<file path="src/rtl/ogege_pkg.sv">
// -----------------------------------------------------------------------------
// ogege_pkg
//
// Shared definitions for the VRAM access path of the text-mode video block.
//
//   VRAM_AW / VRAM_DW : default VRAM address and data widths.
//   WAIT_W            : width of the host wait counter (saturates at all-ones).
//   owner_t           : tag carried alongside every issued access so returning
//                       read data can be steered to the requester that asked.
// -----------------------------------------------------------------------------
package ogege_pkg;

    localparam int VRAM_AW = 12;
    localparam int VRAM_DW = 16;
    localparam int WAIT_W  = 8;

    typedef enum logic [1:0] {
        OWN_NONE = 2'd0,
        OWN_VID  = 2'd1,
        OWN_HOST = 2'd2
    } owner_t;

endpackage : ogege_pkg

</file>
<file path="src/rtl/vram_ret_pipe.sv">
// -----------------------------------------------------------------------------
// vram_ret_pipe
//
// Return path of the VRAM arbiter. Carries the owner tag of each issued access
// through two register stages so that it lines up with the read data coming
// back from the synchronous VRAM, then steers that data to the requester that
// issued the read.
//
// Ports:
//   clk_i          in   pixel clock
//   rst_i          in   synchronous reset, active high (flushes in-flight tags)
//   own_i          in   owner of the access being granted at this edge
//                       (OWN_NONE for idle cycles and for writes)
//   mem_rdata_i    in   VRAM read data, valid the cycle after the enable
//   vid_rvalid_o   out  one-cycle pulse: vid_rdata_o carries fresh read data
//   vid_rdata_o    out  video read data, holds while vid_rvalid_o is low
//   host_rvalid_o  out  one-cycle pulse: host_rdata_o carries fresh read data
//   host_rdata_o   out  host read data, holds while host_rvalid_o is low
// -----------------------------------------------------------------------------
module vram_ret_pipe
    import ogege_pkg::*;
#(
    parameter int DW = VRAM_DW
) (
    input  logic          clk_i,
    input  logic          rst_i,
    input  owner_t        own_i,
    input  logic [DW-1:0] mem_rdata_i,
    output logic          vid_rvalid_o,
    output logic [DW-1:0] vid_rdata_o,
    output logic          host_rvalid_o,
    output logic [DW-1:0] host_rdata_o
);

    owner_t        r_own_p1;
    owner_t        r_own_p2;
    logic          r_vid_rvalid_p3;
    logic [DW-1:0] r_vid_rdata_p3;
    logic          r_host_rvalid_p3;
    logic [DW-1:0] r_host_rdata_p3;

    always_ff @(posedge clk_i) begin
        if (rst_i) begin
            r_own_p1         <= OWN_NONE;
            r_own_p2         <= OWN_NONE;
            r_vid_rvalid_p3  <= 1'b0;
            r_vid_rdata_p3   <= '0;
            r_host_rvalid_p3 <= 1'b0;
            r_host_rdata_p3  <= '0;
        end else begin
            // p1: command is on the VRAM pins
            r_own_p1 <= own_i;
            // p2: VRAM has sampled the command, read data is on mem_rdata_i
            r_own_p2 <= r_own_p1;
            // p3: capture and steer the returned word
            r_vid_rvalid_p3  <= (r_own_p2 == OWN_VID);
            r_host_rvalid_p3 <= (r_own_p2 == OWN_HOST);
            if (r_own_p2 == OWN_VID) begin
                r_vid_rdata_p3 <= mem_rdata_i;
            end
            if (r_own_p2 == OWN_HOST) begin
                r_host_rdata_p3 <= mem_rdata_i;
            end
        end
    end

    assign vid_rvalid_o  = r_vid_rvalid_p3;
    assign vid_rdata_o   = r_vid_rdata_p3;
    assign host_rvalid_o = r_host_rvalid_p3;
    assign host_rdata_o  = r_host_rdata_p3;

endmodule : vram_ret_pipe

</file>
<file path="src/rtl/vram_arbiter.sv">
// -----------------------------------------------------------------------------
// vram_arbiter
//
// Shares one single-port synchronous VRAM between the pixel-fetch path (video)
// and the host register/bus interface. At most one access is granted per
// clock; video has priority so scan-out never stalls. Every grant is
// registered, so the ack and the VRAM command appear together in the cycle
// after the request was sampled. Reads return through vram_ret_pipe with a
// fixed latency: request sampled at edge E -> rvalid visible after edge E+2.
//
// Optional feature (compile-time macro OGEGE_VRAM_FAIR_EN):
//   When defined, a host request that has waited HOST_MAX_WAIT cycles takes
//   the next slot even if video is requesting; video sees no ack that cycle
//   and must hold its request. When undefined, video priority is strict and
//   the host may starve during active display.
//
// Ports:
//   clk_i          in   pixel clock
//   rst_i          in   synchronous reset, active high
//   vid_req_i      in   video read request
//   vid_addr_i     in   video read address
//   vid_ack_o      out  video request accepted (visible cycle after sampling)
//   vid_rvalid_o   out  video read data valid
//   vid_rdata_o    out  video read data
//   host_req_i     in   host request, held until acked
//   host_we_i      in   1 = write, 0 = read
//   host_addr_i    in   host address
//   host_wdata_i   in   host write data
//   host_ack_o     out  host request accepted (one-cycle pulse)
//   host_rvalid_o  out  host read data valid
//   host_rdata_o   out  host read data
//   mem_en_o       out  VRAM enable
//   mem_we_o       out  VRAM write enable
//   mem_addr_o     out  VRAM address (holds on idle cycles)
//   mem_wdata_o    out  VRAM write data (zero for reads)
//   mem_rdata_i    in   VRAM read data, valid the cycle after a read enable
//   host_wait_o    out  saturating count of cycles the host request waited
// -----------------------------------------------------------------------------
module vram_arbiter
    import ogege_pkg::*;
#(
    parameter int AW            = VRAM_AW,
    parameter int DW            = VRAM_DW,
    parameter int HOST_MAX_WAIT = 8
) (
    input  logic              clk_i,
    input  logic              rst_i,
    input  logic              vid_req_i,
    input  logic [AW-1:0]     vid_addr_i,
    output logic              vid_ack_o,
    output logic              vid_rvalid_o,
    output logic [DW-1:0]     vid_rdata_o,
    input  logic              host_req_i,
    input  logic              host_we_i,
    input  logic [AW-1:0]     host_addr_i,
    input  logic [DW-1:0]     host_wdata_i,
    output logic              host_ack_o,
    output logic              host_rvalid_o,
    output logic [DW-1:0]     host_rdata_o,
    output logic              mem_en_o,
    output logic              mem_we_o,
    output logic [AW-1:0]     mem_addr_o,
    output logic [DW-1:0]     mem_wdata_o,
    input  logic [DW-1:0]     mem_rdata_i,
    output logic [WAIT_W-1:0] host_wait_o
);

    if (HOST_MAX_WAIT < 1 || HOST_MAX_WAIT > 255) begin : g_bad_max_wait
        $error("vram_arbiter: HOST_MAX_WAIT must lie in 1..255");
    end

    // Wait counter increment that sticks at all-ones instead of wrapping.
    function automatic logic [WAIT_W-1:0] sat_inc(input logic [WAIT_W-1:0] v);
        return (v == '1) ? v : v + 1'b1;
    endfunction

    logic              r_vid_ack_p1;
    logic              r_host_ack_p1;
    logic              r_mem_en_p1;
    logic              r_mem_we_p1;
    logic [AW-1:0]     r_mem_addr_p1;
    logic [DW-1:0]     r_mem_wdata_p1;
    logic [WAIT_W-1:0] r_host_wait;

    logic              w_host_elig;
    logic              w_host_force;
    logic              w_grant_vid;
    logic              w_grant_host;
    owner_t            w_own;

    // A host request whose ack is currently visible has already been served;
    // the requester may already be presenting its next request, which is only
    // considered from the following edge on.
    assign w_host_elig = host_req_i && !r_host_ack_p1;

`ifdef OGEGE_VRAM_FAIR_EN
    localparam logic [WAIT_W-1:0] MAX_WAIT_C = WAIT_W'(HOST_MAX_WAIT);
    assign w_host_force = w_host_elig && (r_host_wait >= MAX_WAIT_C);
`else
    assign w_host_force = 1'b0;
`endif

    always_comb begin
        w_grant_vid  = 1'b0;
        w_grant_host = 1'b0;
        w_own        = OWN_NONE;
        if (w_host_force) begin
            w_grant_host = 1'b1;
        end else if (vid_req_i) begin
            w_grant_vid = 1'b1;
        end else if (w_host_elig) begin
            w_grant_host = 1'b1;
        end
        // Writes carry no tag: nothing comes back for them.
        if (w_grant_vid) begin
            w_own = OWN_VID;
        end else if (w_grant_host && !host_we_i) begin
            w_own = OWN_HOST;
        end
    end

    always_ff @(posedge clk_i) begin
        if (rst_i) begin
            r_vid_ack_p1   <= 1'b0;
            r_host_ack_p1  <= 1'b0;
            r_mem_en_p1    <= 1'b0;
            r_mem_we_p1    <= 1'b0;
            r_mem_addr_p1  <= '0;
            r_mem_wdata_p1 <= '0;
            r_host_wait    <= '0;
        end else begin
            // p1: grant decision registered onto the ack and VRAM pins
            r_vid_ack_p1  <= w_grant_vid;
            r_host_ack_p1 <= w_grant_host;
            r_mem_en_p1   <= w_grant_vid || w_grant_host;
            if (w_grant_vid) begin
                r_mem_we_p1    <= 1'b0;
                r_mem_addr_p1  <= vid_addr_i;
                r_mem_wdata_p1 <= '0;
            end else if (w_grant_host) begin
                r_mem_we_p1    <= host_we_i;
                r_mem_addr_p1  <= host_addr_i;
                r_mem_wdata_p1 <= host_we_i ? host_wdata_i : '0;
            end else begin
                r_mem_we_p1    <= 1'b0;
            end

            if (!host_req_i || w_grant_host || r_host_ack_p1) begin
                r_host_wait <= '0;
            end else begin
                r_host_wait <= sat_inc(r_host_wait);
            end
        end
    end

    vram_ret_pipe #(
        .DW (DW)
    ) u_ret_pipe (
        .clk_i         (clk_i),
        .rst_i         (rst_i),
        .own_i         (w_own),
        .mem_rdata_i   (mem_rdata_i),
        .vid_rvalid_o  (vid_rvalid_o),
        .vid_rdata_o   (vid_rdata_o),
        .host_rvalid_o (host_rvalid_o),
        .host_rdata_o  (host_rdata_o)
    );

    assign vid_ack_o   = r_vid_ack_p1;
    assign host_ack_o  = r_host_ack_p1;
    assign mem_en_o    = r_mem_en_p1;
    assign mem_we_o    = r_mem_we_p1;
    assign mem_addr_o  = r_mem_addr_p1;
    assign mem_wdata_o = r_mem_wdata_p1;
    assign host_wait_o = r_host_wait;

endmodule : vram_arbiter

</file>
<file path="config.mk">
export PLATFORM = sky130hd
export DESIGN_NAME = vram_arbiter
export DESIGN_NICKNAME = d
export VERILOG_FILES = /design/src/rtl/ogege_pkg.sv /design/src/rtl/vram_ret_pipe.sv /design/src/rtl/vram_arbiter.sv
export SDC_FILE = /design/constraint.sdc
export NUM_CORES = 1
export LEC_CHECK = 0
export BUFFER_PORTS_ARGS = -buffer_cell sky130_fd_sc_hd__clkbuf_2
export CAP_MARGIN = 5
export CORE_MARGIN = 2
export CORE_UTILIZATION = 40
export CTS_CLUSTER_DIAMETER = 60
export CTS_CLUSTER_SIZE = 24
export DETAILED_ROUTE_END_ITERATION = 12
export PLACE_DENSITY = 0.7
export RECOVER_POWER = 25
export SYNTH_ARGS = -nofsm -noshare
export SYNTH_HDL_FRONTEND = slang
export SYNTH_SLANG_ARGS = --single-unit
</file>
<file path="constraint.sdc">
create_clock -name clk_i -period 1.5 [get_ports clk_i]
set_input_delay 0.225 -clock clk_i [delete_from_list [all_inputs] [get_ports clk_i]]
set_output_delay 0.225 -clock clk_i [all_outputs]
set_load 0.01 [all_outputs]
</file>
Word-level counts from Yosys, hierarchy flattened
Cells that the tools add are included.

Logic and storage cells: 39. Register bits: 78. Input bits: 61.

Eq/ne operators: 3. Muxes and demuxes: 8. Reductions and logical operators: 12. Bitwise gates (word level): 1. Add/subtract/negate cells: 1.

Operators by type and width (count): 12-bit 2-to-1 mux (2); 16-bit 2-to-1 mux (1); 8-bit by 1-bit adder with 8-bit output (second input constant) (1); 8-bit == test (second input constant) (1); 1-bit 2-to-1 mux (4); 2-bit OR reduction (2); 1-bit logical NOT (3); 1-bit logical OR (3); 3-bit OR reduction (1); 2-bit by 1-bit == test with 1-bit output (second input constant) (1); 2-bit == test (second input constant) (1); 1-bit logical AND (2); 2-bit 2-to-1 mux (1); 2-bit nonzero test (1); 1-bit NOT (1).

Longest topological paths before layout
Depth after elaboration: 7. Gate-level depth with buffers: 5. Depth with buffers taken out: 4.

By module
From an unflattened synthesis, not the netlist that was laid out.

Cells, all modules: 323. Area total of the unflattened synthesis: 3194.3 um^2.

By module, submodules not included: vram_arbiter (area an instance 1686.6 um^2, cells each 188, times used 1, sequential area each 800.8 um^2); vram_ret_pipe (area an instance 1507.7 um^2, cells each 135, times used 1, sequential area each 760.7 um^2).

Worst setup path after synthesis
OpenSTA, ideal clock, no wires.

Path type: flip-flop to flip-flop. Start point: register r_host_wait[0] (netlist: host_wait_o[0]). End point: register r_host_wait[0] (netlist: host_wait_o[0]). Cell stages (with the launch flop): 6. Clock period less this slack: 1.315 ns. Arrival time: 1.235 ns. Setup time: 0.080 ns. Slack: 0.185 ns. Cell sequence: dfxtp_1 ha_1 buf_2 nand4_1 o21ai_0 nor3b_1.

Word-level cells in the longest chain between the ends: 1.

RTL lines: from (decl) (line vram_arbiter.sv:83) `logic [WAIT_W-1:0] r_host_wait;`; from (signal assigned) (line vram_arbiter.sv:151) `r_host_wait <= sat_inc(r_host_wait);`; 8-bit by 1-bit adder with 8-bit output / 8-bit == test (equally long branches) (line vram_arbiter.sv:74) `return (v == '1) ? v : v + 1'b1;`.

Several ways; a longest one is shown, not always the timed one. A chain may end at the register's enable or synchronous reset.

Final worst setup path
Start point: register r_host_ack_p1 (netlist: host_ack_o). End point: register r_mem_addr_p1[11] (netlist: mem_addr_o[11]).

Word-level cells in the longest chain between the ends: 5.

RTL lines: from (decl) (line vram_arbiter.sv:78) `logic r_host_ack_p1;`; from (signal assigned) (line vram_arbiter.sv:134) `r_host_ack_p1 <= w_grant_host;`; 1-bit logical NOT (line vram_arbiter.sv:94) `assign w_host_elig = host_req_i && !r_host_ack_p1;`; 1-bit logical AND (line vram_arbiter.sv:94); 1-bit 2-to-1 mux (line vram_arbiter.sv:111) `end else if (w_host_elig) begin`; 1-bit 2-to-1 mux (line vram_arbiter.sv:109) `end else if (vid_req_i) begin`; 2-bit nonzero test (no line); to (signal assigned) (line vram_arbiter.sv:138) `r_mem_addr_p1 <= vid_addr_i;`; to (signal assigned) (line vram_arbiter.sv:142) `r_mem_addr_p1 <= host_addr_i;`; to (decl) (line vram_arbiter.sv:81) `logic [AW-1:0] r_mem_addr_p1;`.

Every way passes these cells.

==> flow_summary.json <==
{
  "crit_fanout": 23,
  "antenna_found_initial": 0,
  "die_area_mm2": 0.007941,
  "synth_nets": 412,
  "crit_chain": "nand2b_2, nand2_1, a311oi_1",
  "busiest_layer": "met2",
  "ys_ff_latch": 77,
  "min_path_cells": 3,
  "setup_viol": 0,
  "reg2reg_from": "host_ack_o$_SDFF_PP0_",
  "coreArea_mm2": 0.007137,
  "power_density_mw_per_mm2": 1067,
  "grt_pass1_wl_um": 11450,
  "p_leak_nw": 1.605,
  "outcome": "finished clean",
  "rsz0062_at_grt": "no",
  "crit_end": "mem_addr_o[11]$_SDFFE_PP0P_",
  "gr-usage-all-layers_pct": 18.11,
  "finalPower_mw": 4.085,
  "tns_ns": 0,
  "place_area_mm2": 0.003652,
  "crit_start": "host_ack_o$_SDFF_PP0_",
  "gp_congestion": 0.7572,
  "cp-end-kind": "register",
  "io_buffers": 134,
  "use_met1_pct": 21.16,
  "clk_latency_ns": 0.33,
  "synth_warnings": 0,
  "htree_levels": 3,
  "cts_sinks": 77,
  "grt_use_met2_pct": 31.04,
  "final_nets": 543,
  "totalWireLength_um": 7245,
  "synthDistinctLibCells": 31,
  "cts_setup_buffers": 0,
  "worst-path-buf-inv": 0,
  "peakVddDrop_v": 0.0006201,
  "dp_cells": 569,
  "ys.flop_type": "dfxtp_1",
  "route.antenna.remaining_nets": 0,
  "num_vias": 2871,
  "drt_pass1_iterations": 5,
  "cts_buffer_depth": 2,
  "syn_area_per_cell_um2": 8.279,
  "r2r_slack_ns": 0.22,
  "min_path_type": "in -> reg",
  "ctsHoldBuffers": 0,
  "dieWidth_um": 89.12,
  "antennaDiodeCount": 0,
  "cts_tree": "yes",
  "netlist_instances": 350,
  "r2r_cells": 3,
  "root_buffer": "clkbuf_8",
  "most-common-layout-cells": "clkbuf_2, nand2_1, dfxtp_1",
  "nFillCells": 732,
  "crit_arrival_ns": 1.50,
  "initial_core_util_pct": 40.60,
  "wl_per_cell_um": 12.38,
  "max-cap-violations": 0,
  "grt_start_max_net_pins": 49,
  "period_minus_slack_ns": 1.281,
  "fin_skew_ns": 0.006480,
  "cts.repair.resized": 0,
  "grt.met3_usage_pct": 5.910,
  "crit_family": "simple AND/OR/NAND/NOR gates",
  "cts_inserted_buffers": 9,
  "max_freq_mhz": 780.7,
  "die_y_um": 89.12,
  "postLayoutCellArea_mm2": 0.003829,
  "relSlewSlack_pct": 36.84,
  "slowest_stage": "nand2b_2",
  "fp-row-count": 31,
  "area_growth_pct": 32.12,
  "cp_data_required_time_ns": 1.72,
  "drive_gt1_share_pct": 32.30,
  "drc_errors": 0,
  "worstSetupPathType": "reg -> reg",
  "ys_seq_area_share_pct": 53.20,
  "multi_input_area_mm2": 0.001211,
  "critical-path-max-stage-delay_ns": 0.42,
  "clkTransAtPathRegs_ns": 0.08,
  "drt_iter0_markers": 97,
  "register_area_mm2": 0.001541,
  "grt_pass1_vias": 2618,
  "cp.depth": 3,
  "netlist_area_mm2": 0.002898,
  "worst_pin_slew_ns": 0.9474,
  "io_pins": 135,
  "hold_viol": 0,
  "synth-edff-count": 0,
  "layout_commonest_cell": "clkbuf_2",
  "min_period_over_period_pct": 85.39,
  "finalMaxSlewViolations": 0,
  "startpoint_type": "register",
  "stdcell_count": 585,
  "vias_per_cell": 4.908,
  "r2r-end": "mem_addr_o[11]$_SDFFE_PP0P_",
  "hpwl_um": 5308,
  "async_flop_share_pct": 0,
  "grt.overflow.total": 0
}
[state kept, by name, indices dropped and copies added (netlist names), 2 cells and up]
signal                   count
mem_wdata_o                 16
u_ret_pipe.host_rdata_o     16
u_ret_pipe.vid_rdata_o      16
mem_addr_o                  12
host_wait_o                  8
u_ret_pipe.r_own_p2          2
[worst reg2reg max path, cell delays in order, from the launching register on]
cell	delay, ns
dfxtp_1	0.35
nand2b_2	0.42
nand2_1	0.13
a311oi_1	0.28
[stage by stage]
stage / util, % / hold slack [ns] / setup WS (ns)
global route: 53.65 / 0.1113 / 0.07677
CTS: 54.00 / 0.1084 / 0.1894
global placement: 51.17 / 0.4369 / 0.2818
floorplan: - / 0.3610 / 0.1850
detailed placement: 51.17 / 0.4260 / 0.1885
finish: 53.65 / 0.1208 / 0.2191
[per-layer routing]
| metal | share of wire (%) | wire length [µm] |
|---|---|---|
| met1 | 43 | 3137 |
| met2 | 47 | 3389 |
| met5 | 0 | 0 |
| met3 | 9.3 | 674 |
| met4 | 0.59 | 43 |
[Yosys cell counts, types with 2 or more instances]
master / instances / share of area (%)
nor3b_1: 2 / 0.52
buf_4: 2 / 0.52
a21oi_2: 10 / 3.0
and3_1: 4 / 0.86
nor2b_1: 5 / 1.1
a31oi_1: 5 / 1.1
nor3_1: 5 / 0.86
o21ai_1: 3 / 0.52
nand4_1: 3 / 0.65
buf_2: 17 / 2.9
nand2b_1: 2 / 0.43
clkbuf_1: 7 / 0.91
dfxtp_1: 77 / 53
a311oi_1: 12 / 3.6
a21oi_1: 40 / 6.9
nand3_1: 21 / 3.6
o21ai_0: 3 / 0.52
nand2_1: 106 / 14
nor2_1: 14 / 1.8
[how the worst min path moves through the flow]
stage                                               end                         startpoint  slack [ns]
3_3_place_gp          u_ret_pipe.r_own_p2[1]$_SDFF_PP0_  u_ret_pipe.r_own_p1[1]$_SDFF_PP0_        0.44
6_report       u_ret_pipe.host_rdata_o[14]$_SDFFE_PP0P_                    mem_rdata_i[14]        0.12
2_1_floorplan   u_ret_pipe.host_rdata_o[0]$_SDFFE_PP0P_                     mem_rdata_i[0]        0.36
4_1_cts          u_ret_pipe.vid_rdata_o[6]$_SDFFE_PP0P_                     mem_rdata_i[6]        0.11
5_1_grt         u_ret_pipe.vid_rdata_o[10]$_SDFFE_PP0P_                    mem_rdata_i[10]        0.11
3_5_place_dp          u_ret_pipe.r_own_p2[1]$_SDFF_PP0_  u_ret_pipe.r_own_p1[1]$_SDFF_PP0_        0.43
[cell families (layout without fill, tap and decap cells)]
logic type                 Yosys count  in the layout  share of synthesized area, %
and+or+nand+nor                    169            169                         25.43
buffers and inverters               29            165                         5.008
adders and majority gates            1              1                        0.4317
DFF                                 77             77                         53.20
AOI/OAI and AO/OA                   74             74                         15.93
[power by group]
group	leakage, nW	internal, mW	switching (mW)	total (mW)
Combinational	0.879	0.162	0.224	0.387
Clock	0.0995	0.818	0.742	1.56
Sequential	0.627	2.10	0.0332	2.14
[area by class of cell]
class | instances | area share, %
Tap cell | 99 | 3.235
Inverter | 2 | 0.1961
Clock buffer | 11 | 3.693
Clock inverter | 5 | 1.569
Sequential cell | 77 | 40.26
Timing Repair Buffer | 147 | 19.41
Multi-Input combinational cell | 244 | 31.63
No activity file was read; power rests on OpenSTA's default activity.
